$ cat config.mk
export PLATFORM = sky130hd
export DESIGN_NAME = uart_ram_loader
export DESIGN_NICKNAME = d
export VERILOG_FILES = /design/src/rtl/loader_pkg.sv /design/src/rtl/uart_rx.sv /design/src/rtl/uart_ram_loader.sv
export SDC_FILE = /design/constraint.sdc
export NUM_CORES = 1
export LEC_CHECK = 0
export ABC_AREA = 0
export BUFFER_PORTS_ARGS = -buffer_cell sky130_fd_sc_hd__buf_2
export CORE_UTILIZATION = 30
export DETAILED_ROUTE_END_ITERATION = 16
export HOLD_SLACK_MARGIN = 0.1
export PLACE_DENSITY = 0.51
export SETUP_SLACK_MARGIN = 0.02
export SLEW_MARGIN = 20
export SYNTH_ARGS = -nofsm -noshare
export SYNTH_HDL_FRONTEND = slang
export SYNTH_HIERARCHICAL = 1
export SYNTH_SLANG_ARGS = --single-unit
$ cat constraint.sdc
create_clock -name sys_clk -period 3.05 [get_ports sys_clk]
set_input_delay 0.61 -clock sys_clk [delete_from_list [all_inputs] [get_ports sys_clk]]
set_output_delay 0.61 -clock sys_clk [all_outputs]
set_load 0.03 [all_outputs]
$ cat src/rtl/loader_pkg.sv
// Shared types and sizing helpers for uart_ram_loader.
// ST_ERR exists only when LOADER_TIMEOUT_EN is defined.
package loader_pkg;

`ifdef LOADER_TIMEOUT_EN
    typedef enum logic [2:0] {ST_IDLE, ST_COLLECT, ST_WRITE, ST_DONE, ST_ERR} state_t;
`else
    typedef enum logic [2:0] {ST_IDLE, ST_COLLECT, ST_WRITE, ST_DONE} state_t;
`endif

    function automatic int bytes_per_word(input int data_w);
        return data_w / 8;
    endfunction

    function automatic int byte_idx_width(input int bytes_per_word_n);
        return (bytes_per_word_n > 1) ? $clog2(bytes_per_word_n) : 1;
    endfunction

endpackage

$ cat src/rtl/uart_rx.sv
// uart_rx: 8N1 receiver. rx_done pulses for one cycle; rx_data holds the last
// byte until the next one completes.
module uart_rx #(
    parameter int CLKS_PER_BIT = 868
) (
    input  logic       sys_clk,
    input  logic       sys_rst_n,
    input  logic       uart_rxd,
    output logic       rx_done,
    output logic [7:0] rx_data
);
    localparam int CNT_W = $clog2(CLKS_PER_BIT + 1);
    localparam logic [CNT_W-1:0] HALF_BIT = CNT_W'(CLKS_PER_BIT / 2 - 1);
    localparam logic [CNT_W-1:0] FULL_BIT = CNT_W'(CLKS_PER_BIT - 1);

    typedef enum logic [1:0] {RX_IDLE, RX_START, RX_DATA, RX_STOP} rx_state_t;

    rx_state_t        state_q, state_d;
    logic [CNT_W-1:0] cnt_q, cnt_d;
    logic [2:0]       bit_q, bit_d;
    logic [7:0]       shift_q, shift_d;
    logic [7:0]       rx_data_q, rx_data_d;
    logic             rx_done_q, rx_done_d;
    logic             rxd_s1_q, rxd_s2_q;

    always_comb begin
        // NOTE: every variable gets a default before the case so no path can infer a latch.
        state_d   = state_q;
        cnt_d     = cnt_q + 1'b1;
        bit_d     = bit_q;
        shift_d   = shift_q;
        rx_data_d = rx_data_q;
        rx_done_d = 1'b0;
        case (state_q)
            RX_IDLE: begin
                cnt_d = '0;
                if (!rxd_s2_q) state_d = RX_START;
            end
            RX_START: if (cnt_q == HALF_BIT) begin
                cnt_d   = '0;
                bit_d   = '0;
                state_d = rxd_s2_q ? RX_IDLE : RX_DATA;
            end
            RX_DATA: if (cnt_q == FULL_BIT) begin
                cnt_d   = '0;
                shift_d = {rxd_s2_q, shift_q[7:1]};
                bit_d   = bit_q + 1'b1;
                if (bit_q == 3'd7) state_d = RX_STOP;
            end
            RX_STOP: if (cnt_q == FULL_BIT) begin
                cnt_d   = '0;
                state_d = RX_IDLE;
                // A low stop bit is a framing error: the byte is dropped.
                if (rxd_s2_q) begin
                    rx_done_d = 1'b1;
                    rx_data_d = shift_q;
                end
            end
            default: state_d = RX_IDLE;
        endcase
    end

    // NOTE: non-blocking assignments so every flop samples pre-edge values.
    always_ff @(posedge sys_clk or negedge sys_rst_n) begin
        if (!sys_rst_n) begin
            state_q   <= RX_IDLE;
            cnt_q     <= '0;
            bit_q     <= '0;
            shift_q   <= '0;
            rx_data_q <= '0;
            rx_done_q <= 1'b0;
            rxd_s1_q  <= 1'b1;
            rxd_s2_q  <= 1'b1;
        end else begin
            state_q   <= state_d;
            cnt_q     <= cnt_d;
            bit_q     <= bit_d;
            shift_q   <= shift_d;
            rx_data_q <= rx_data_d;
            rx_done_q <= rx_done_d;
            rxd_s1_q  <= uart_rxd;
            rxd_s2_q  <= rxd_s1_q;
        end
    end

    assign rx_done = rx_done_q;
    assign rx_data = rx_data_q;

endmodule

$ cat src/rtl/uart_ram_loader.sv
// uart_ram_loader: packs UART bytes into DATA_W-bit words and writes WORD_COUNT
// words to RAM from BASE_ADDR. Define LOADER_TIMEOUT_EN for the inter-byte timeout.
module uart_ram_loader
    import loader_pkg::*;
#(
    parameter int DATA_W       = 8,
    parameter int ADDR_W       = 15,
    parameter int WORD_COUNT   = 8864,
    parameter int BASE_ADDR    = 0,
    parameter int MSB_FIRST    = 1,
    parameter int TIMEOUT_CYC  = 1_000_000,
    parameter int CLKS_PER_BIT = 868
) (
    input  logic              sys_clk,
    input  logic              sys_rst_n,
    input  logic              uart_rxd,
    input  logic              start,
    output logic [DATA_W-1:0] ram_wdata,
    output logic [ADDR_W-1:0] ram_addr,
    output logic              ram_we,
    output logic              busy,
    output logic              done,
    output logic              err,
    output logic [ADDR_W:0]   words_written
);
    localparam int BYTES_PER_WORD = bytes_per_word(DATA_W);
    localparam int IDX_W          = byte_idx_width(BYTES_PER_WORD);
    localparam logic [IDX_W-1:0]  LAST_IDX  = IDX_W'(BYTES_PER_WORD - 1);
    localparam logic [ADDR_W-1:0] BASE      = ADDR_W'(BASE_ADDR);
    localparam logic [ADDR_W-1:0] LAST_WORD = ADDR_W'(WORD_COUNT - 1);

    if (DATA_W % 8 != 0 || DATA_W < 8 || DATA_W > 64) begin : g_bad_data_w
        $error("uart_ram_loader: DATA_W must be a multiple of 8 in 8..64");
    end
    if (WORD_COUNT < 1 || TIMEOUT_CYC < 1 ||
        longint'(BASE_ADDR) + longint'(WORD_COUNT) - 1 >= (longint'(1) << ADDR_W)) begin : g_bad_range
        $error("uart_ram_loader: load window does not fit the address space");
    end

    logic       rx_done;
    logic [7:0] rx_data;
    logic       rx_d0_q, rx_d1_q;
    logic       byte_stb;

    uart_rx #(.CLKS_PER_BIT(CLKS_PER_BIT)) u_uart_rx (
        .sys_clk  (sys_clk),
        .sys_rst_n(sys_rst_n),
        .uart_rxd (uart_rxd),
        .rx_done  (rx_done),
        .rx_data  (rx_data)
    );

    assign byte_stb = rx_d0_q & ~rx_d1_q;

    state_t              state_q, state_d;
    logic [IDX_W-1:0]    byte_idx_q, byte_idx_d;
    logic [ADDR_W-1:0]   word_idx_q, word_idx_d;
    logic [DATA_W-1:0]   word_q, word_d;
    logic [DATA_W-1:0]   ram_wdata_q, ram_wdata_d;
    logic [ADDR_W-1:0]   ram_addr_q, ram_addr_d;
    logic                ram_we_q, ram_we_d;
    logic                busy_q, busy_d;
    logic                done_q, done_d;
    logic [ADDR_W:0]     words_written_q, words_written_d;

    function automatic logic [DATA_W-1:0] place_byte(input logic [DATA_W-1:0] word,
                                                     input logic [IDX_W-1:0]  idx,
                                                     input logic [7:0]        b);
        logic [DATA_W-1:0] w;
        int                slot;
        w    = word;
        slot = (MSB_FIRST != 0) ? BYTES_PER_WORD - 1 - int'(idx) : int'(idx);
        for (int s = 0; s < BYTES_PER_WORD; s++) begin
            if (s == slot) w[s*8 +: 8] = b;
        end
        return w;
    endfunction

`ifdef LOADER_TIMEOUT_EN
    localparam int TMO_W = $clog2(TIMEOUT_CYC + 1);
    localparam logic [TMO_W-1:0] TMO_LAST = TMO_W'(TIMEOUT_CYC - 1);
    logic [TMO_W-1:0] tmo_q, tmo_d;
    logic             seen_q, seen_d;
    logic             err_q, err_d;
    assign err = err_q;
`else
    assign err = 1'b0;
`endif

    always_comb begin
        state_d         = state_q;
        byte_idx_d      = byte_idx_q;
        word_idx_d      = word_idx_q;
        word_d          = word_q;
        ram_wdata_d     = ram_wdata_q;
        ram_addr_d      = ram_addr_q;
        ram_we_d        = 1'b0;
        busy_d          = busy_q;
        done_d          = done_q;
        words_written_d = words_written_q;
`ifdef LOADER_TIMEOUT_EN
        err_d           = err_q;
`endif
        case (state_q)
            ST_IDLE: if (start && !done_q && !err) begin
                state_d         = ST_COLLECT;
                byte_idx_d      = '0;
                word_idx_d      = '0;
                word_d          = '0;
                words_written_d = '0;
                busy_d          = 1'b1;
            end
            ST_COLLECT: begin
                if (!start) begin
                    state_d = ST_IDLE;
                    busy_d  = 1'b0;
                end else if (byte_stb) begin
                    word_d = place_byte(word_q, byte_idx_q, rx_data);
                    if (byte_idx_q == LAST_IDX) begin
                        state_d     = ST_WRITE;
                        ram_we_d    = 1'b1;
                        ram_wdata_d = word_d;
                        ram_addr_d  = BASE + word_idx_q;
                    end else begin
                        byte_idx_d = byte_idx_q + 1'b1;
                    end
                end
`ifdef LOADER_TIMEOUT_EN
                else if (seen_q && tmo_q == TMO_LAST) begin
                    state_d = ST_ERR;
                    err_d   = 1'b1;
                    busy_d  = 1'b0;
                end
`endif
            end
            ST_WRITE: begin
                // The write strobe is already out this cycle, so it counts even on abort.
                word_idx_d      = word_idx_q + 1'b1;
                words_written_d = words_written_q + 1'b1;
                byte_idx_d      = '0;
                if (!start) begin
                    state_d = ST_IDLE;
                    busy_d  = 1'b0;
                end else if (word_idx_q == LAST_WORD) begin
                    state_d = ST_DONE;
                end else begin
                    state_d = ST_COLLECT;
                    if (byte_stb) begin
                        word_d     = place_byte(word_q, '0, rx_data);
                        byte_idx_d = (BYTES_PER_WORD > 1) ? IDX_W'(1) : '0;
                    end
                end
            end
            ST_DONE: begin
                state_d    = ST_IDLE;
                done_d     = 1'b1;
                busy_d     = 1'b0;
                word_idx_d = '0;
            end
`ifdef LOADER_TIMEOUT_EN
            ST_ERR: if (!start) state_d = ST_IDLE;
`endif
            default: state_d = ST_IDLE;
        endcase
        if (!start) begin
            done_d = 1'b0;
`ifdef LOADER_TIMEOUT_EN
            err_d  = 1'b0;
`endif
        end
    end

`ifdef LOADER_TIMEOUT_EN
    always_comb begin
        tmo_d  = tmo_q;
        seen_d = seen_q;
        if (byte_stb || (state_d == ST_COLLECT && state_q != ST_COLLECT)) tmo_d = '0;
        else if (state_q == ST_COLLECT && seen_q) tmo_d = tmo_q + 1'b1;
        if (state_q == ST_IDLE) seen_d = 1'b0;
        else if (byte_stb && (state_q == ST_COLLECT || state_q == ST_WRITE)) seen_d = 1'b1;
    end

    always_ff @(posedge sys_clk or negedge sys_rst_n) begin
        if (!sys_rst_n) begin
            tmo_q  <= '0;
            seen_q <= 1'b0;
            err_q  <= 1'b0;
        end else begin
            tmo_q  <= tmo_d;
            seen_q <= seen_d;
            err_q  <= err_d;
        end
    end
`endif

    always_ff @(posedge sys_clk or negedge sys_rst_n) begin
        if (!sys_rst_n) begin
            state_q         <= ST_IDLE;
            byte_idx_q      <= '0;
            word_idx_q      <= '0;
            word_q          <= '0;
            ram_wdata_q     <= '0;
            ram_addr_q      <= BASE;
            ram_we_q        <= 1'b0;
            busy_q          <= 1'b0;
            done_q          <= 1'b0;
            words_written_q <= '0;
            rx_d0_q         <= 1'b0;
            rx_d1_q         <= 1'b0;
        end else begin
            state_q         <= state_d;
            byte_idx_q      <= byte_idx_d;
            word_idx_q      <= word_idx_d;
            word_q          <= word_d;
            ram_wdata_q     <= ram_wdata_d;
            ram_addr_q      <= ram_addr_d;
            ram_we_q        <= ram_we_d;
            busy_q          <= busy_d;
            done_q          <= done_d;
            words_written_q <= words_written_d;
            rx_d0_q         <= rx_done;
            rx_d1_q         <= rx_d0_q;
        end
    end

    assign ram_wdata     = ram_wdata_q;
    assign ram_addr      = ram_addr_q;
    assign ram_we        = ram_we_q;
    assign busy          = busy_q;
    assign done          = done_q;
    assign words_written = words_written_q;

endmodule
Word-level counts from Yosys, hierarchy flattened
Cells that the tools add are included.
{"block": "classes", "add_sub_neg": 6, "mul": 0, "n_div": 0, "magnitude_cmp": 0, "eq_ne": 25, "shifts": 0, "muxes": 49, "bitwise_logic": 3, "n_reduce_logical": 23}
{"cell": "8-bit two-way mux", "n": 7}
{"cell": "15-bit case mux with 3 select lines", "n": 1}
{"cell": "32-bit logical NOT", "n": 1}
{"cell": "16-bit case mux with 2 select lines", "n": 1}
{"cell": "10-bit case mux with 3 select lines", "n": 1}
{"cell": "8-bit case mux with 3 select lines", "n": 1}
{"cell": "10-bit two-way mux", "n": 2}
{"cell": "3-bit two-way mux", "n": 6}
{"cell": "16-bit by 1-bit adder with 16-bit output, second input constant", "n": 1}
{"cell": "16-bit two-way mux", "n": 1}
{"cell": "2-bit two-way mux", "n": 8}
{"cell": "2-bit != test, second input constant", "n": 8}
{"cell": "15-bit by 1-bit adder with 15-bit output, second input constant", "n": 1}
{"cell": "15-bit by 14-bit == test with 1-bit output, second input constant", "n": 1}
{"cell": "1-bit two-way mux", "n": 15}
{"cell": "15-bit two-way mux", "n": 1}
{"cell": "3-bit AND reduction", "n": 4}
{"cell": "10-bit by 1-bit adder with 10-bit output, second input constant", "n": 1}
{"cell": "10-bit == test, second input constant", "n": 1}
{"cell": "10-bit by 9-bit == test with 1-bit output, second input constant", "n": 1}
{"cell": "2-bit by 1-bit != test with 1-bit output, second input constant", "n": 5}
{"cell": "3-bit case mux with 3 select lines", "n": 1}
{"cell": "3-bit nonzero test", "n": 3}
{"cell": "2-bit case mux with 4 select lines", "n": 1}
{"cell": "other kinds (23)", "n": 33}
{"block": "totals", "register_bits": 105, "latchBits": 0, "ram_bits": 0, "mem_bits_ro": 0, "inputBits": 4, "output_inout_bits": 43, "elab_cells": 126, "mem_count": 0}

Longest topological paths before layout
{"block": "depth", "depth_word": 6, "mapped_depth": 8, "mapped_depth_nobuf": 6}

Modules after synthesis
Netlist, hierarchy kept.
{"mod": "uart_ram_loader", "instances": 1, "cells_each": 333, "area_per_inst_um2": 3060.4, "seq_area_each_um2": 1526.5}
{"mod": "uart_rx", "instances": 1, "cells_each": 118, "area_per_inst_um2": 1537.7, "seq_area_each_um2": 853.3}

Worst setup path before layout
OpenSTA, ideal clock, no wires.
{"block": "synth_timing", "path_kind": "input to register", "start": "input port start", "end": "register words_written_q[14] (netlist: words_written[14])", "setup_time_ns": 0.066, "arrival_time_ns": 1.913, "required_time_ns": 2.984, "path_slack_ns": 1.071, "stages": 6, "path_buffers": 2, "path_cell_list": "buf_6 -> nand2b_4 -> buf_6 -> a2111o_1 -> or4_1 -> nand2_1"}
{"block": "synth_between", "elab_chain_cells": 3}
{"item": "start: declaration", "line": "uart_ram_loader.sv:17", "text": "input logic start,"}
{"item": "1-bit logical AND", "line": "uart_ram_loader.sv:105", "text": "ST_IDLE: if (start && !done_q && !err) begin"}
{"item": "2-bit != test (no line)"}
{"item": "2-bit AND reduction (no line)"}
{"item": "end signal: assignment", "line": "uart_ram_loader.sv:220", "text": "words_written_q <= words_written_d;"}
{"item": "end: declaration", "line": "uart_ram_loader.sv:64", "text": "logic [ADDR_W:0] words_written_q, words_written_d;"}
Every way passes these cells.
A chain may end at the register's enable or synchronous reset.

Worst setup path in the final report
{"block": "layout_timing", "start": "register state_q[1]", "end": "register words_written_q[8] (netlist: words_written[8])"}
{"block": "layout_between", "elab_chain_cells": 3, "elab_cells_between_ends": 6, "classes_between": "2 x eq/ne; 1 x mux; 3 x reduce/logical"}
{"item": "start: declaration", "line": "uart_ram_loader.sv:55", "text": "state_t state_q, state_d;"}
{"item": "start signal: assignment", "line": "uart_ram_loader.sv:211", "text": "state_q <= state_d;"}
{"item": "3-bit by 2-bit == test with 1-bit output or 3-bit logical NOT (tied branches)", "line": "uart_ram_loader.sv:104", "text": "case (state_q)"}
{"item": "2-bit nonzero test (no line) or 2-bit != test (tied branches)"}
{"item": "2-bit AND reduction (no line)"}
Several ways; a longest one is shown, not always the timed one.

==> impl_metrics.ini <==
[power]
switching_share = 0.304
power.switching_w = 0.000955
intPower_w = 0.00218
clkPwrFrac = 0.391
leakagePower_nw = 2.55
ir_drop_mv = 0.274
seqPwrFrac = 0.427
power_frac_comb = 0.182
power_density_mw_per_mm2 = 596

[detailed_routing]
drc_errors = 0
wl_um = 9640
avgRoutedWirePerCell_um = 14.3
vias = 3342
ant_nets = 0
via_per_inst = 4.95
dr.pass1.iters = 6
drtIter0Drc = 174

[timing]
maxSlewHeadroom = 0.455
final.min_clock_period_ns = 2.19
drv_slew = 0
tightest_slew_ns = 0.814
rsz0062_at_grt = no
clock.fmax_mhz = 456
setup_violations = 0
finalSetupTns_ns = 0
fin_crit_sh = 0.720
finalClockSkew_ns = 0.00480
fin_ws_ns = 0.855
finalHoldViolations = 0

[finish]
final_area_mm2 = 0.00527
finalNetCount = 502
num_antenna_cells = 0
final_common_cell = nand2_1
final_cell_mix = 103 x nand2_1, 93 x dfrtp_1, 44 x buf_2
drive_gt1_frac = 0.193
utilization = 0.357
area_growth_pct = 14.6
fin_cells = 675
nFillCells = 1481

[global_route]
grt_first_pass_wirelength_um = 16600
grt.total_usage = 0.132
antenna_found_initial = 0
gr-total-overflow = 0
grt_max_degree = 58
grt_pass1_vias = 3263

[synth]
synth_top_family_by_area = simple AND/OR/NAND/NOR gates
syn-instance-count = 451
ys_seq_area_frac = 0.518
ys.flop_type = dfrtp_1
ys_seq_elements = 95
synth_area_mm2 = 0.00460
yosys.area_share.simple = 0.228
synth-compound-area-share = 0.0939
avgSynthCellArea_um2 = 10.2
async_flop_share = 1.00
syn_nets = 467
synthAdderAreaFrac = 0.0327
synth-edff-count = 0
yosys_warnings = 6
synth_mux_area_frac = 0.0659
synth_xor_area_frac = 0.0171
synth_cell_types = 61

[clocking]
cts_sinks = 95
clockBufferDepth = 2
numCtsBuffers = 9
h-tree-depth = 3
clk_pin_slew_ns = 0.07
cts_resized = 0
cts_tree = done
root_buffer = clkbuf_16
hold_buffers = 0
clk-insertion-delay-late_ns = 0.35
post_cts_buffers = 0

[outcome]
outcome = finished, final reports clean

[die]
ios = 47
start_util = 0.312
die_y_um = 126
fp-row-count = 44
dieWidth_um = 126
coreArea_mm2 = 0.0148
dieArea_mm2 = 0.0158

[setup_path]
crit_arrival_ns = 2.48
crit_path_end_kind = register
critPathMaxFanout = 11
path_class = register to register
crit_path_start_kind = register
crit_required_ns = 3.34

[placement]
placed_area_mm2 = 0.00495
place.gp.congestion = 0.754
hpwl_um = 6630
numPortBuffers = 45
dp_slack_ns = 0.872
placedCellCount = 659

[flow_run]
max-cap-violations = 0

[min_path]
hold_class = input pin to asynchronous set/reset pin
area by class of cell:
class / count / area, µm² / share of cell area
multi-input combinational: 318 / 2020 / 0.383
sequential: 95 / 2380 / 0.452
clock inverter: 6 / 93.8 / 0.0178
timing repair buffer: 49 / 270 / 0.0513
tap: 184 / 230 / 0.0437
clock buffer: 10 / 229 / 0.0435
inverter: 13 / 48.8 / 0.00926
layer usage:
layer  track usage  routed length, µm  up-vias
met4        0.0361                110        0
li1              -                  -     1637
met2         0.209               4520       43
met1         0.172               4630     1653
met5             0                  0        -
met3        0.0438                381        9
synthesized netlist by cell type, types with 2 or more instances:
library cell / count / share of area
a2111o_1: 2 / 0.0049
a21o_1: 3 / 0.0049
a21oi_1: 13 / 0.014
a22o_1: 6 / 0.011
and2_1: 2 / 0.0027
and3_1: 4 / 0.0054
and4_1: 5 / 0.0095
buf_2: 3 / 0.0033
buf_4: 2 / 0.0033
buf_6: 4 / 0.0098
clkbuf_1: 14 / 0.011
dfrtp_1: 93 / 0.51
dfstp_2: 2 / 0.011
ha_1: 12 / 0.033
inv_1: 13 / 0.011
mux2_2: 10 / 0.024
mux2_4: 8 / 0.026
mux2i_1: 7 / 0.015
nand2_1: 103 / 0.084
nand2b_1: 11 / 0.015
nand3_1: 19 / 0.021
nand4_1: 8 / 0.011
nor2_1: 19 / 0.016
nor2b_1: 3 / 0.0041
nor3b_1: 2 / 0.0033
nor4_1: 4 / 0.0054
nor4b_1: 3 / 0.0057
nor4bb_1: 3 / 0.0065
o211ai_1: 4 / 0.0065
o21ai_0: 16 / 0.017
o221ai_1: 2 / 0.0038
o311ai_0: 3 / 0.0057
o31ai_1: 2 / 0.0033
o41ai_1: 3 / 0.0057
or2_2: 4 / 0.0054
or3_1: 6 / 0.0082
or4_1: 2 / 0.0033
xnor2_1: 3 / 0.0057
xor2_1: 6 / 0.011
worst max-delay path: stages, from the launching register on:
cell	delay [ns]
dfrtp_1	0.41
inv_1	0.14
ha_1	0.39
nor2_1	0.10
a2111o_1	0.52
or4_1	0.50
nand2_1	0.08
registers in the layout (all words and copies together) (netlist names), 2 cells and up, named ones only:
signal / count
ram_wdata: 8
state_q: 2
words_written: 16
u_uart_rx/bit_q: 3
ram_addr: 15
u_uart_rx/shift_q: 8
u_uart_rx/rx_data: 8
u_uart_rx/cnt_q: 10
word_idx_q: 15
power by group through the flow:
stage / sequential (W) / clock (W) / combinational, W
2_1_floorplan: 0.00139 / 0 / 0.000396
3_3_place_gp: 0.00136 / 0 / 0.000571
3_5_place_dp: 0.00137 / 0 / 0.000574
4_1_cts: 0.00134 / 0.00127 / 0.000578
5_1_grt: 0.00135 / 0.00132 / 0.000641
6_report: 0.00134 / 0.00123 / 0.000570
metrics by stage:
stage	total power, W	hold WS [ns]
floorplan	0.00179	0.314
global placement	0.00194	0.336
detailed placement	0.00194	0.335
CTS	0.00319	0.244
global route	0.00331	0.266
finish	0.00314	0.230
worst paths after layout:
path                            slack, ns                            end                          from  cells past startpoint
min in group sys_clk                 0.36   u_uart_rx/rxd_s1_q$_DFF_PN1_                      uart_rxd                      1
worst min register to register       0.36   u_uart_rx/rxd_s2_q$_DFF_PN1_  u_uart_rx/rxd_s1_q$_DFF_PN1_                      0
worst min-delay path                 0.23  words_written[11]$_DFFE_PN0P_                     sys_rst_n                      1
worst max register to register       0.86   words_written[8]$_DFFE_PN0P_        state_q[1]$_DFFE_PN0P_                      6
max in group asynchronous            2.08   u_uart_rx/rxd_s2_q$_DFF_PN1_                     sys_rst_n                      2
worst max-delay path                 0.86   words_written[8]$_DFFE_PN0P_        state_q[1]$_DFFE_PN0P_                      6
cell families (layout without fill, tap and decap cells):
group	count (synthesis)	in the layout
other	1	1
AOI/OAI and AO/OA	63	63
adders and majority gates	12	12
buffers and inverters	38	78
and+or+nand+nor	208	208
DFF	95	95
muxes	25	25
xor gates and xnor gates	9	9
(Power assumes the default switching activity.)
